===== config.mk =====
export PLATFORM = sky130hd
export DESIGN_NAME = cfg_chain_loader
export DESIGN_NICKNAME = d
export VERILOG_FILES = /design/src/rtl/cfg_pkg.sv /design/src/rtl/cfg_byte_serializer.sv /design/src/rtl/cfg_chain_loader.sv
export SDC_FILE = /design/constraint.sdc
export NUM_CORES = 1
export LEC_CHECK = 0
export ABC_AREA = 1
export CORE_ASPECT_RATIO = 0.8
export CORE_UTILIZATION = 40
export CTS_CLUSTER_SIZE = 12
export DETAILED_ROUTE_END_ITERATION = 10
export PLACE_DENSITY = 0.62
export RECOVER_POWER = 100
export SYNTH_ARGS = -nofsm -noshare
export SYNTH_HDL_FRONTEND = slang
export SYNTH_SLANG_ARGS = --single-unit

===== constraint.sdc =====
create_clock -name CK -period 1.7 [get_ports CK]
set_input_delay 0.34 -clock CK [delete_from_list [all_inputs] [get_ports CK]]
set_output_delay 0.34 -clock CK [all_outputs]
set_load 0.01 [all_outputs]

===== src/rtl/cfg_pkg.sv =====
// Shared types and constants for the configuration chain loader.
package cfg_pkg;

    typedef enum logic [1:0] {
        IDLE,
        FETCH,
        SHIFT,
        DONE
    } state_t;

    localparam int unsigned BYTE_W    = 8;
    localparam bit          MSB_FIRST = 1'b1;

    // Bits of the next byte that still belong to the chain: min(BYTE_W, rem).
    function automatic logic [3:0] byte_bits(input int unsigned rem);
        return (rem >= BYTE_W) ? 4'(BYTE_W) : 4'(rem);
    endfunction

endpackage


===== src/rtl/cfg_byte_serializer.sv =====
// Parallel-load byte shift register that emits a programmable number of bits.
module cfg_byte_serializer
    import cfg_pkg::*;
(
    input  logic              clk,
    input  logic              rst,
    input  logic              load,
    input  logic              shift,
    input  logic [BYTE_W-1:0] data,
    input  logic [3:0]        bits,
    output logic              serial_out,
    output logic              empty
);

    logic [BYTE_W-1:0] sr;
    logic [3:0]        cnt;

    // Clearing on the last bit discards unused low bits of a partial final byte
    // and parks the serial output low between bytes.
    always_ff @(posedge clk) begin
        if (rst) begin
            sr  <= '0;
            cnt <= '0;
        end else if (load) begin
            sr  <= data;
            cnt <= bits;
        end else if (shift && (cnt != '0)) begin
            if (cnt == 4'd1) begin
                sr <= '0;
            end else if (MSB_FIRST) begin
                sr <= sr << 1;
            end else begin
                sr <= sr >> 1;
            end
            cnt <= cnt - 4'd1;
        end
    end

    assign serial_out = MSB_FIRST ? sr[BYTE_W-1] : sr[0];
    assign empty      = (cnt == '0);

endmodule


===== src/rtl/cfg_chain_loader.sv =====
// Streams configuration bytes MSB-first into the fabric config chain and
// accumulates the parity of the bits that fall out of the chain tail.
module cfg_chain_loader
    import cfg_pkg::*;
#(
    parameter  int unsigned CHAIN_LEN = 64,
    localparam int unsigned CNT_W     = $clog2(CHAIN_LEN + 1)
) (
    input  logic       CK,
    input  logic       RST,
    input  logic       start,
    input  logic       in_valid,
    input  logic [7:0] in_data,
    output logic       in_ready,
    output logic       ccff_head,
    output logic       ccff_shift,
    input  logic       ccff_tail,
    output logic       fabric_rst,
    output logic       busy,
    output logic       done,
    output logic       tail_parity
);

    state_t           state;
    logic [CNT_W-1:0] remaining;
    logic [3:0]       load_bits;
    logic             load;
    logic             ser_empty;
    logic             byte_end;

    assign load_bits = byte_bits(32'(remaining));
    assign load      = (state == FETCH) && in_ready && in_valid && ser_empty;
    // Bits already shifted this pass, mod 8: a value of 7 means this edge ends a byte.
    assign byte_end  = ((3'(CHAIN_LEN) - 3'(remaining)) == 3'd7);

    cfg_byte_serializer u_ser (
        .clk        (CK),
        .rst        (RST),
        .load       (load),
        .shift      (ccff_shift),
        .data       (in_data),
        .bits       (load_bits),
        .serial_out (ccff_head),
        .empty      (ser_empty)
    );

    always_ff @(posedge CK) begin
        if (RST) begin
            state       <= IDLE;
            remaining   <= '0;
            in_ready    <= 1'b0;
            ccff_shift  <= 1'b0;
            fabric_rst  <= 1'b0;
            busy        <= 1'b0;
            done        <= 1'b0;
            tail_parity <= 1'b0;
        end else begin
            done <= 1'b0;
            case (state)
                IDLE: begin
                    if (start) begin
                        state       <= FETCH;
                        remaining   <= CNT_W'(CHAIN_LEN);
                        tail_parity <= 1'b0;
                        fabric_rst  <= 1'b1;
                        busy        <= 1'b1;
                        in_ready    <= 1'b1;
                    end
                end
                FETCH: begin
                    if (load) begin
                        state      <= SHIFT;
                        in_ready   <= 1'b0;
                        ccff_shift <= 1'b1;
                    end
                end
                SHIFT: begin
                    tail_parity <= tail_parity ^ ccff_tail;
                    if (remaining != '0) begin
                        remaining <= remaining - 1'b1;
                    end
                    if (remaining <= CNT_W'(1)) begin
                        state      <= DONE;
                        ccff_shift <= 1'b0;
                        done       <= 1'b1;
                        fabric_rst <= 1'b0;
                        busy       <= 1'b0;
                    end else if (byte_end) begin
                        state      <= FETCH;
                        ccff_shift <= 1'b0;
                        in_ready   <= 1'b1;
                    end
                end
                DONE: begin
                    state <= IDLE;
                end
                default: begin
                    state <= IDLE;
                end
            endcase
        end
    end

endmodule


==> impl_metrics.py <==
metrics = {
    "timing": {
        "post-route-period-util_pct": 94.5,
        "setup_tns_ns": 0,
        "setup_ws_ns": 0.0942,
        "hold_viol_final": 0,
        "tightest_slew_ns": 0.268,
        "finalSetupViolations": 0,
        "clock_skew_ns": 0.0138,
        "slew_headroom_pct": 82.1,
        "clock.fmax_mhz": 623,
        "grt_setup_unrepaired": "false",
        "final_max_slew_viol_count": 0,
        "period_needed_ns": 1.61,
    },
    "placement": {
        "io_buffers": 19,
        "place_ws_ns": 0.00621,
        "dp_hpwl_um": 2400,
        "placed_cells": 289,
        "gp_congestion": 0.826,
        "dpl-instance-area_mm2": 0.00176,
    },
    "hold_path": {
        "hp-start": "in_ready",
        "hold_class": "reg -> reg",
        "min_path_cells": 2,
        "whs_endpoint": "in_ready",
    },
    "setup_path": {
        "critical_path.startpoint": "ccff_shift",
        "r2r_end": "remaining[2]",
        "start_kind": "flop",
        "path_class": "reg -> out",
        "crit_fanout": 3,
        "arrival_ns": 1.27,
        "rrSetupSlack_ns": 0.20,
        "cp.buffers_inverters": 1,
        "cp_top_family": "buffers and inverters",
        "crit_required_ns": 1.36,
        "endpoint_kind": "primary output",
        "path_cells": "dlygate4sd3_1",
        "crit_slowest_cell": "dlygate4sd3_1",
        "r2r_cells": 8,
        "r2r_start": "remaining[0]",
        "critPathMaxStageDelay_ns": 0.61,
    },
    "yosys": {
        "syn_nets": 242,
        "yosys_warnings": 0,
        "synth_top_area_share_pct": 34.9,
        "synth_area_leaders": "dfxtp_1 35%, nand2_1 14%, nor2_1 9.1%",
        "ys_types": 29,
        "synth-seq-cells": 26,
        "ys.flop_type": "dfxtp_1",
        "async_flop_share_pct": 0,
        "synth_edf_count": 0,
        "syn_area_per_cell_um2": 6.69,
        "netlist_area_mm2": 0.00149,
        "syn-instance-count": 223,
        "yosysTopAreaCell": "dfxtp_1",
        "synth_seq_area_share_pct": 34.9,
    },
    "detailed_routing": {
        "wire_per_inst_um": 10.8,
        "routed-via-count": 1424,
        "drt-pass1-iter-count": 4,
        "via_per_inst": 4.86,
        "first_iter_violations": 78,
        "ant_nets": 0,
        "drt-total-wl_um": 3160,
        "drc_errors": 0,
    },
    "finish": {
        "drive_gt1_share_pct": 8.76,
        "fillers": 361,
        "utilization_pct": 51.6,
        "diodes": 0,
        "seqCellArea_um2": 520,
        "multi_input_area_um2": 815,
        "final_common_cell": "nand2_1",
        "final_area_mm2": 0.00180,
        "nets": 271,
        "syn2layout_area_growth_pct": 20.8,
        "fin_cells": 293,
        "final_cell_mix": "56 x nand2_1, 36 x nor2_1, 26 x dfxtp_1",
    },
    "power_and_ir_drop": {
        "leakagePower_uw": 0.000863,
        "power_density_mw_per_mm2": 1760,
        "ir_worst_vdd_mv": 0.700,
    },
    "outcome": {
        "outcome": "complete, no violations",
    },
    "clock_tree": {
        "clk_path_buf_depth": 2,
        "clock_latency_ns": 0.28,
        "h-tree-depth": 1,
        "numClockSinks": 26,
        "root_buffer": "clkbuf_8",
        "cts_setup_buffers": 0,
        "cts_tree": "yes",
        "clk_pin_slew_ns": 0.10,
        "cts_buffers": 3,
        "cts_hold_buf": 0,
        "postCtsResizedCells": 0,
    },
    "grt": {
        "grt_max_degree": 18,
        "track_usage_pct": 17.4,
        "grt_pass1_wl_um": 5510,
        "first_global_vias": 1204,
        "antenna_found_initial": 0,
        "grt.overflow.total": 0,
    },
    "floorplan": {
        "die_y_um": 56.6,
        "num_io_pins": 20,
        "start_util_pct": 42.7,
        "die-area_mm2": 0.00398,
        "core_area_mm2": 0.00349,
        "fp.dieW_um": 70.3,
        "rows": 19,
    },
    "run": {
        "drv_cap": 0,
    },
}
==> how the worst max path moves through the flow <==
stage                        end  slack (ns)  depth (start not counted)
floorplan            u_ser.sr[1]        0.36                          9
global placement     u_ser.sr[7]        0.04                          9
detailed placement  u_ser.cnt[0]       0.006                          9
CTS                   ccff_shift        0.13                          1
global route            state[1]        0.02                          7
finish                ccff_shift        0.09                          1
==> power by group <==
group / total [uW] / internal [uW] / switching [uW]
sequential: 1020 / 846 / 175
combinational: 1730 / 679 / 1050
clock: 410 / 207 / 203
==> cell families after synthesis <==
| logic type | after synthesis | share of synthesized area (%) |
|---|---|---|
| AND/OR/NAND/NOR | 110 | 31.0 |
| AO/OA/AOI/OAI | 47 | 17.1 |
| buffers and inverters | 31 | 10.2 |
| flip-flops | 26 | 34.9 |
| adder cells (fa/ha/maj) | 6 | 5.03 |
| XOR/XNOR | 3 | 1.76 |
==> metrics by stage <==
step	hold slack [ns]	power, uW
global route	0.490	3500
floorplan	0.439	2360
global placement	0.461	2810
finish	0.473	3160
CTS	0.477	3250
detailed placement	0.462	2830
==> per-layer routing <==
metal	vias to the layer above	global-route usage, %	wire length [um]
met2	31	24.2	1290
met4	0	6.00	41
li1	767	-	-
met1	621	25.7	1690
met5	-	0	0
met3	5	4.49	147
==> cell type report <==
cell class / count / area share, %
clock buffers: 4 / 3.06
inverters: 25 / 5.21
repair buffers: 30 / 14.7
flip-flops and latches: 26 / 28.9
multi-input cells: 166 / 45.2
well taps: 42 / 2.92
==> Yosys cell counts (2+ instances only) <==
cell type	n
o211ai_1	2
nor3_1	2
buf_6	2
ha_1	6
o21ai_1	2
nand3_1	7
nand2_4	2
nor2_1	36
dfxtp_1	26
o21ai_0	22
nand2_1	56
a21oi_1	16
nor2_2	2
nand2_2	2
xor2_1	3
inv_1	24
==> sequential cells by signal, summed over array words and instances, names as in the netlist, 2 cells and up <==
register and flops:
state 2, u_ser.cnt 4, remaining 7, u_ser.sr 8
Note: power is estimated with default switching activity, not from simulation.
